$ cat src/rtl/seq_mult_pkg.sv
// Shared types and helpers for the parametrised sequential shift-add multiplier.
package seq_mult_pkg;

  typedef enum logic [1:0] {
    IDLE = 2'd0,
    CALC = 2'd1,
    DONE = 2'd2
  } state_t;

  // Iteration counter width: needs to represent 0..WIDTH.
  function automatic int cnt_w(input int width);
    return $clog2(width + 1);
  endfunction

endpackage

$ cat src/rtl/seq_mult_sign.sv
// Sign handling for the multiplier: operand magnitudes at capture and
// conditional two's negation of the final product magnitude.
module seq_mult_sign #(
  parameter int WIDTH = 4
) (
  input  logic                 mode,
  input  logic [WIDTH-1:0]     a,
  input  logic [WIDTH-1:0]     b,
  output logic [WIDTH-1:0]     a_mag,
  output logic [WIDTH-1:0]     b_mag,
  output logic                 neg,
  input  logic                 prod_neg,
  input  logic [2*WIDTH-1:0]   mag,
  output logic [2*WIDTH-1:0]   prod
);

  // The most negative operand negates to 2^(WIDTH-1), which still fits unsigned.
  always_comb begin
    a_mag = (mode && a[WIDTH-1]) ? -a : a;
    b_mag = (mode && b[WIDTH-1]) ? -b : b;
    neg   = mode & (a[WIDTH-1] ^ b[WIDTH-1]);
    prod  = prod_neg ? -mag : mag;
  end

endmodule

$ cat src/rtl/seq_mult_param.sv
// WIDTH x WIDTH sequential shift-add multiplier, unsigned or signed per
// operation, with a start/busy/done handshake and fixed WIDTH+1 latency.
module seq_mult_param
  import seq_mult_pkg::*;
#(
  parameter int WIDTH = 4
) (
  input  logic                 Clk,
  input  logic                 Rst,
  input  logic                 St,
  input  logic                 Signed,
  input  logic [WIDTH-1:0]     Multiplier,
  input  logic [WIDTH-1:0]     Multiplicand,
  output logic                 Busy,
  output logic                 Done,
  output logic [2*WIDTH-1:0]   Result
);

  localparam int CW = cnt_w(WIDTH);

  state_t             state, state_nx;
  logic [CW-1:0]      cnt;
  logic [WIDTH:0]     acc;
  logic [WIDTH-1:0]   mplr;
  logic [WIDTH-1:0]   mcand;
  logic               neg;

  logic [WIDTH-1:0]   a_mag, b_mag;
  logic               op_neg;
  logic [WIDTH:0]     sum;
  logic [2*WIDTH-1:0] mag, prod;
  logic               accept, last;

  seq_mult_sign #(.WIDTH(WIDTH)) u_sign (
    .mode     (Signed),
    .a        (Multiplicand),
    .b        (Multiplier),
    .a_mag    (a_mag),
    .b_mag    (b_mag),
    .neg      (op_neg),
    .prod_neg (neg),
    .mag      (mag),
    .prod     (prod)
  );

  // mag is the product magnitude as it will stand after this step's shift,
  // so Result can be loaded on the same edge that enters DONE.
  always_comb begin
    sum  = acc + {1'b0, (mplr[0] ? mcand : '0)};
    mag  = {sum, mplr[WIDTH-1:1]};
    last = (cnt == CW'(WIDTH - 1));
  end

  always_ff @(posedge Clk or posedge Rst) begin
    if (Rst) state <= IDLE;
    else     state <= state_nx;
  end

  always_comb begin
    state_nx = state;
    Busy     = 1'b0;
    Done     = 1'b0;
    accept   = 1'b0;
    case (state)
      IDLE: begin
        if (St) begin
          accept   = 1'b1;
          state_nx = CALC;
        end
      end
      CALC: begin
        Busy = 1'b1;
        if (last) state_nx = DONE;
      end
      DONE: begin
        Done = 1'b1;
        if (St) begin
          accept   = 1'b1;
          state_nx = CALC;
        end else begin
          state_nx = IDLE;
        end
      end
      default: state_nx = IDLE;
    endcase
  end

  always_ff @(posedge Clk or posedge Rst) begin
    if (Rst) begin
      cnt    <= '0;
      acc    <= '0;
      mplr   <= '0;
      mcand  <= '0;
      neg    <= 1'b0;
      Result <= '0;
    end else if (accept) begin
      cnt    <= '0;
      acc    <= '0;
      mplr   <= b_mag;
      mcand  <= a_mag;
      neg    <= op_neg;
    end else if (state == CALC) begin
      acc  <= {1'b0, sum[WIDTH:1]};
      mplr <= {sum[0], mplr[WIDTH-1:1]};
      cnt  <= cnt + CW'(1);
      if (last) Result <= prod;
    end
  end

endmodule
$ cat config.mk
export PLATFORM = sky130hd
export DESIGN_NAME = seq_mult_param
export DESIGN_NICKNAME = d
export VERILOG_FILES = /design/src/rtl/seq_mult_pkg.sv /design/src/rtl/seq_mult_sign.sv /design/src/rtl/seq_mult_param.sv
export SDC_FILE = /design/constraint.sdc
export NUM_CORES = 1
export LEC_CHECK = 0
export ABC_AREA = 1
export ABC_CLOCK_PERIOD_IN_PS = 4500
export CORE_ASPECT_RATIO = 1.4
export CORE_UTILIZATION = 47
export CTS_CLUSTER_DIAMETER = 150
export DETAILED_ROUTE_END_ITERATION = 6
export GPL_ROUTABILITY_DRIVEN = 0
export GPL_TIMING_DRIVEN = 0
export PLACE_DENSITY = 0.71
export SYNTH_ARGS = -nofsm -noshare
export SYNTH_HDL_FRONTEND = slang
export SYNTH_SLANG_ARGS = --single-unit
$ cat constraint.sdc
create_clock -name Clk -period 4.5 [get_ports Clk]
set_input_delay 0.9 -clock Clk [delete_from_list [all_inputs] [get_ports Clk]]
set_output_delay 0.9 -clock Clk [all_outputs]
set_load 0.05 [all_outputs]
Word level (Yosys, flattened, before mapping). Index checks and enable logic that the tools add are counted.

Flip-flop bits (word level): 27. Latch bits: 0. Memory bits (writable): 0. Memory bits (read-only): 0. Output and inout bits: 10. Logic and storage cells: 45. Memories: 0.

Add/sub/neg operators: 5. Multipliers: 0. Divide/modulo/power cells: 0. Order comparisons: 0. Equal/unequal tests: 5. Shift operators: 0. Multiplexer cells: 18. Bitwise gates (word level): 3. Reduce and logical (&&, ||, !) cells: 7.

Operators by type and width (number): $mux W4 (5); $mux W5 (2); $mux W8 (1); $neg A4 Y4 (2); $neg A8 Y8 (1); $mux W3 (2); $pmux W2 S3 (1); $add A5 B4 Y5 (1); $mux W1 (5); $mux W2 (2); $ne A2 B2 Y1 const B (2); $add A3 B1 Y3 const B (1); $eq A3 B2 Y1 const B (1); $reduce_and A3 Y1 (1); $eq A2 B1 Y1 const B (1); $eq A2 B2 Y1 const B (1); $logic_and A1 B1 Y1 (2); $logic_not A2 Y1 (1); $reduce_and A2 Y1 (1); $reduce_bool A2 Y1 (1); $reduce_or A2 Y1 (1); $and A1 B1 Y1 (1); $not A1 Y1 (1); $xor A1 B1 Y1 (1).

Logic depth before layout (Yosys ltp). Gate-level depths: netlist of the first run.

Depth in word-level cells: 5. Depth in mapped cells: 13. Gate-level depth less buffers: 13.

Modules after synthesis. From an unflattened synthesis of the first run, not the netlist that was laid out.

Cell total of the unflattened synthesis: 206. Area total of the unflattened synthesis: 1599.0 um^2.

Modules (own cells, without submodules): seq_mult_param (times used 1, cells an instance 142, area an instance 1253.7 um^2, sequential area each 650.6 um^2); seq_mult_sign (times used 1, cells an instance 64, area an instance 345.3 um^2, sequential area each 0.0 um^2).

Worst setup path after synthesis of the first run. OpenSTA, ideal clock, no wires.

Path kind: register -> output. Start: register state[1]. End: output Done. Data arrival time: 1.142 ns. Data required time: 3.600 ns. Slack: 2.458 ns. Cell stages (with the launch flop): 3. Cells stage by stage: dfrtp_1 > inv_1 > nor2_1.

Cells in the longest elaborated chain, start to end: 2.

Ends and longest elaborated chain: start, declared (line seq_mult_param.sv:21) `state_t state, state_nx;`; start signal, assigned (line seq_mult_param.sv:56) `else state <= state_nx;`; $eq A2 B2 Y1 (line seq_mult_param.sv:64) `case (state)`; $mux W1 (line seq_mult_param.sv:64); end, declared (line seq_mult_param.sv:15) `output logic Done,`.

Every way passes these cells.

Worst setup path in the final report of the first run.
Start: register state[1]. End: output Busy.

Cells in the longest elaborated chain, start to end: 2.

Ends and longest elaborated chain: $eq A2 B1 Y1 (line seq_mult_param.sv:64); $mux W1 (line seq_mult_param.sv:64); end, declared (line seq_mult_param.sv:14) `output logic Busy,`.

Every way passes these cells.

==> results of run 1 <==
[area by class of cell]
class / instances / area (sq um) / area share (%)
inverter: 27 / 103.9 / 5.784
clock buffer: 4 / 55.05 / 3.066
buffer: 2 / 10.01 / 0.5575
multi-input combinational: 121 / 719.4 / 40.07
sequential: 26 / 650.6 / 36.24
timing repair buffer: 21 / 210.2 / 11.71
tap: 37 / 46.29 / 2.578
[routing by layer]
| metal | global-route usage [%] | vias up |
|---|---|---|
| met5 | 0 | - |
| met4 | 8.929 | 0 |
| met3 | 2.222 | 4 |
| met2 | 42.64 | 23 |
| met1 | 21.19 | 568 |
| li1 | - | 622 |
[cells by family (layout without fill, tap and decap cells)]
kind of cell / after synthesis / in the layout / synth area share (%)
flip-flops: 26 / 26 / 43.84
adder cells (fa/ha/maj): 10 / 10 / 8.938
AO/OA/AOI/OAI: 38 / 38 / 14.67
AND/OR/NAND/NOR: 66 / 66 / 20.74
buffers and inverters: 29 / 54 / 7.673
XOR/XNOR: 7 / 7 / 4.132
[how the worst max path moves through the flow]
stage          depth (start not counted)  slack, ns   end      from
4_1_cts                                2       1.80  Busy  state[1]
2_1_floorplan                          2       2.46  Done  state[1]
3_3_place_gp                           2       2.12  Busy  state[1]
5_1_grt                                2       1.76  Busy  state[1]
3_5_place_dp                           2       2.12  Busy  state[1]
6_report                               2       1.82  Busy  state[1]
[critical path, delay by kind of cell, from the launching register on]
family,cells,cell delay [ns]
buffers and inverters,1,0.83
AND/OR/NAND/NOR,1,0.22
flip-flops,1,0.45
[state kept, by name (all words and copies together) (netlist names)]
| register | flops |
|---|---|
| acc | 4 |
| state | 2 |
| mcand | 4 |
| cnt | 3 |
| neg | 1 |
| Result | 8 |
| mplr | 4 |
[metrics by stage]
step	hold slack, ns	instance area, sq um
2_1_floorplan	0.4494	1484
3_3_place_gp	0.4600	1740
6_report	0.4835	1795
5_1_grt	0.5195	1795
4_1_cts	0.4873	1795
3_5_place_dp	0.4655	1740
[power groups by stage]
stage	Sequential, mW	Combinational [mW]	Clock, mW
global placement	0.412	0.764	0
floorplan	0.522	0.466	0
detailed placement	0.419	0.785	0
global route	0.428	0.869	0.162
CTS	0.414	0.789	0.155
finish	0.413	0.782	0.152
[cell usage in the layout, fill, tap and decap left out, types with 2 or more instances in the layout]
cell             count
a21oi_1              7
a22o_1               2
buf_2                2
clkbuf_8             4
clkdlybuf4s50_1     21
dfrtp_1             26
ha_1                 9
inv_1               23
inv_2                3
nand2_1             36
nand2_4              2
nand3_1             10
nor2_1              12
o21ai_0             18
o21ai_1              6
or2_1                2
xnor2_1              2
xor2_1               5
==> impl_metrics.csv, run 1 <==
group,metric,value,unit
floorplan,io_pins,22,
run,maxCapViolCount,0,
drt,wl_per_cell,12.89,microns
timing,rsz0062_at_grt,"false",
yosys,synth-edff-count,0,
drt,wl,3069,microns
pwr,p_per_area,750.1,mW/mm^2
clock_tree,post_cts_buffers,0,
placement,io_buffers,21,
clock_tree,cts-root-buf,"clkbuf_8",
yosys,syn_avg_cell_area,8.431,sq um
drt,via_count,1217,
global_route,grt.total_usage,20.85,%
timing,worst_pin_slew,0.9929,ns
placement,post-place-ws,2.121,ns
finish,drive_gt1_share,7.960,%
pwr,power.share.clock,11.3,%
pwr,seq_power_share,30.7,%
yosys,syn_inst,176,
finish,synthToLayoutAreaGrowth,20.99,%
critical_path,crit_path_start_kind,"register",
timing,maxSlewViolCount,0,
drt,top_layer,"met4",
placement,dp.cells,234,
yosys,ys_warn_count,0,
pwr,switching_power,642.5,uW
critical_path,crit_fanout,8,
timing,setup_viol,0,
yosys,syn-cell-area,0.001484,sq mm
floorplan,fp.dieW,49.49,microns
floorplan,coreArea,0.002935,sq mm
drt,via_per_inst,5.113,
global_route,grt_pass1_vias,1264,
floorplan,dieArea,0.003389,sq mm
global_route,grt_pass1_wl,5278,microns
worst_hold_path,worstHoldEndpoint,"Result[6]",
critical_path,required,3.60,ns
timing,period_share,59.58,%
yosys,netlist_top_cells_area,"dfrtp_1, nand2_1, ha_1",
critical_path,max_stage_delay,0.83,ns
critical_path,crit_slowest_cell,"clkdlybuf4s50_1",
timing,maxSlewHeadroom,33.74,%
pwr,ir_drop,0.0004024,V
critical_path,path_class,"reg2out",
outcome,outcome,"finished, final reports clean",
yosys,ys_async_sr_fraction,100.0,%
drt,dr.first_iter.drc_count,29,
pwr,comb_power_share,58.1,%
clock_tree,cts_buffer_depth,2,
worst_hold_path,hold_depth,2,
pwr,finalPower,1.347,mW
pwr,switching_share,47.71,%
yosys,yosysMostFrequentCell,"nand2_1",
finish,fill_cells,277,
yosys,yosys.area.top_type,"dfrtp_1",
critical_path,ff2ff_setup_slack,2.44,ns
drt,met2WireLength,1654,microns
critical_path,r2r_start,"mplr[0]",
clock_tree,path_clk_slew,0.09,ns
clock_tree,cts_buffers,3,
critical_path,cp_cell_sequence,"nor2_8 > clkdlybuf4s50_1",
yosys,synth_commonest_cells,"nand2_1, dfrtp_1, inv_1",
drt,wl_met3,87,microns
clock_tree,hold_buffers,0,
timing,min_period,2.681,ns
timing,fmax,373.0,MHz
critical_path,cp-end-kind,"output port",
drt,drt-met1-wl,1296,microns
worst_hold_path,hold_path_class,"reg2reg",
timing,tns,0,ns
yosys,yosysTopAreaCellShare,43.84,%
drt,drc,0,
worst_hold_path,min_from,"Result[6]",
floorplan,chipHeight,68.49,microns
yosys,ys_seq_elements,26,
drt,drt_first_pass_iters,4,
finish,nNetsFinal,224,
yosys,yosysSeqAreaShare,43.84,%
global_route,grt_max_degree,27,
yosys,synth_nets,198,
clock_tree,cts_sinks,26,
timing,fin_ws,1.819,ns
finish,utilization,61.17,%
floorplan,std_cell_rows,23,
finish,fin_cells,238,
floorplan,initial_core_util,50.55,%
yosys,synth_cell_types,27,
critical_path,rr_endpoint,"Result[7]",
placement,place_hpwl,2410,microns
clock_tree,cts_tree,"yes",
drt,route.antenna.remaining_nets,0,
pwr,leakagePower,0.9194,nW
global_route,grt-ovfl-total,0,
pwr,internal_power,704.3,uW
critical_path,arrival,1.78,ns
finish,diodes,0,
timing,fin_skew,0.0008459,ns
timing,hold_viol_final,0,
clock_tree,h-tree-depth,1,
yosys,synth_flop_cell,"dfrtp_1",
global_route,antenna_found_initial,0,
critical_path,ff2ff_path_depth,12,
clock_tree,ctsResizeCount,0,
clock_tree,clk-insertion-delay-late,0.27,ns
Power figures use the tool's default switching activity.
==> run 2, diff against run 1 <==
--- a/config.mk
+++ b/config.mk
@@ -6,14 +6,14 @@
 export NUM_CORES = 1
 export LEC_CHECK = 0
 export ABC_AREA = 1
-export ABC_CLOCK_PERIOD_IN_PS = 4500
+export ABC_CLOCK_PERIOD_IN_PS = 2400
 export CORE_ASPECT_RATIO = 1.4
 export CORE_UTILIZATION = 47
 export CTS_CLUSTER_DIAMETER = 150
 export DETAILED_ROUTE_END_ITERATION = 6
 export GPL_ROUTABILITY_DRIVEN = 0
 export GPL_TIMING_DRIVEN = 0
-export PLACE_DENSITY = 0.71
+export PLACE_DENSITY = 0.74
 export SYNTH_ARGS = -nofsm -noshare
 export SYNTH_HDL_FRONTEND = slang
 export SYNTH_SLANG_ARGS = --single-unit
==> constraint.sdc (replaced) <==
create_clock -name Clk -period 2.4 [get_ports Clk]
set_input_delay 0.48 -clock Clk [delete_from_list [all_inputs] [get_ports Clk]]
set_output_delay 0.48 -clock Clk [all_outputs]
set_load 0.05 [all_outputs]
==> impl_metrics.csv, run 2 (synthesis results as in run 1) <==
group,metric,value,unit
outcome,outcome,"finished, final reports clean",
finish,fill_cells,289,
clock_tree,ctsResizeCount,0,
finish,final_cell_mix,"nand2_1, dfrtp_1, inv_1, clkdlybuf4s50_1, o21ai_0",
timing,fmax,439.3,MHz
clock_tree,h-tree-depth,1,
timing,maxSlewHeadroom,33.34,%
finish,synthToLayoutAreaGrowth,20.07,%
finish,nNetsFinal,224,
critical_path,max_stage_delay,0.84,ns
finish,final_common_cell,"nand2_1",
critical_path,ff2ff_setup_slack,0.31,ns
clock_tree,hold_buffers,0,
critical_path,crit_path_start_kind,"register",
timing,period_share,94.86,%
clock_tree,cts_sinks,26,
global_route,antenna_found_initial,0,
drt,dr.first_iter.drc_count,36,
worst_hold_path,worstHoldEndpoint,"Result[7]",
timing,hold_viol_final,0,
placement,io_buffers,21,
critical_path,required,1.92,ns
critical_path,crit_slowest_cell,"clkdlybuf4s50_1",
pwr,leakagePower,0.9122,nW
drt,via_per_inst,5.076,
clock_tree,cts_buffer_depth,2,
critical_path,r2r_start,"mplr[0]",
clock_tree,cts-root-buf,"clkbuf_8",
critical_path,path_class,"reg2out",
clock_tree,post_cts_buffers,0,
timing,fin_skew,0.001570,ns
timing,rsz0062_at_grt,"false",
finish,fin_cells,237,
critical_path,cp-end-kind,"output port",
global_route,grt.total_usage,21.25,%
floorplan,std_cell_rows,23,
finish,utilization,60.70,%
floorplan,coreArea,0.002935,sq mm
critical_path,crit_fanout,8,
pwr,finalPower,2.491,mW
placement,post-place-ws,0.3298,ns
floorplan,initial_core_util,50.55,%
placement,dp.cells,234,
timing,worst_pin_slew,0.9989,ns
timing,setup_viol,0,
critical_path,cp_cell_sequence,"nor2_8 > clkdlybuf4s50_1",
drt,route.antenna.remaining_nets,0,
clock_tree,cts_buffers,3,
drt,via_count,1203,
finish,stdcell_area,0.001782,sq mm
drt,drt_first_pass_iters,4,
global_route,grt_max_degree,27,
drt,drc,0,
run,maxCapViolCount,0,
timing,fin_ws,0.1234,ns
clock_tree,cts_tree,"yes",
pwr,p_per_area,1398,mW/mm^2
worst_hold_path,hold_path_class,"reg2reg",
global_route,grt_pass1_vias,1243,
finish,top_register,"Result",
placement,place_area,0.001740,sq mm
global_route,grt_pass1_wl,5257,microns
finish,diodes,0,
floorplan,chipHeight,68.49,microns
finish,drive_gt1_share,7.500,%
floorplan,dieArea,0.003389,sq mm
timing,tns,0,ns
worst_hold_path,hold_depth,2,
clock_tree,clk-insertion-delay-late,0.27,ns
critical_path,arrival,1.80,ns
clock_tree,path_clk_slew,0.08,ns
drt,wl,3027,microns
placement,place_hpwl,2384,microns
critical_path,ff2ff_path_depth,12,
floorplan,io_pins,22,
timing,maxSlewViolCount,0,
floorplan,fp.dieW,49.49,microns
finish,largest_reg_flops,8,
global_route,grt-ovfl-total,0,
worst_hold_path,min_from,"Result[7]",
finish,multi_input_area,719.4,sq um
drt,wl_per_cell,12.77,microns
pwr,ir_drop,0.0007668,V
finish,regArea,650.6,sq um
critical_path,rr_endpoint,"Result[7]",
timing,hold_slack,0.4841,ns
timing,min_period,2.277,ns
[run 2: layout make-up]
type	instances	share of cell area [%]
Sequential cell	26	36.52
Buffer	2	0.5618
Clock buffer	3	2.317
Inverter	27	5.829
Multi-Input combinational cell	121	40.38
Tap cell	37	2.598
Timing Repair Buffer	21	11.80
[run 2: critical path: cells and delay by family, from the launching register on]
family / cells / cell delay [ns]
and+or+nand+nor: 1 / 0.22
buffers and inverters: 1 / 0.84
DFF: 1 / 0.46
[run 2: worst max-delay path by stage]
| stage | startpoint | endpoint | slack (ns) |
|---|---|---|---|
| 2_1_floorplan | mplr[0] | Result[7] | 0.52 |
| 3_3_place_gp | mplr[0] | Result[7] | 0.37 |
| 3_5_place_dp | mplr[0] | Result[7] | 0.33 |
| 4_1_cts | state[1] | Busy | 0.11 |
| 5_1_grt | state[1] | Busy | 0.09 |
| 6_report | state[1] | Busy | 0.12 |
[run 2: where the power goes]
group          internal, mW  switching, mW  leakage (nW)
Combinational         0.533          0.937         0.565
Sequential            0.642          0.130         0.325
Clock                 0.113          0.135        0.0216
[run 2: routing by layer]
| metal | wire, microns | vias up | track usage, % |
|---|---|---|---|
| met3 | 65 | 7 | 2.889 |
| met5 | 0 | - | 0 |
| met4 | 97 | 0 | 13.57 |
| met1 | 1264 | 553 | 23.07 |
| met2 | 1600 | 20 | 39.04 |
| li1 | - | 623 | - |
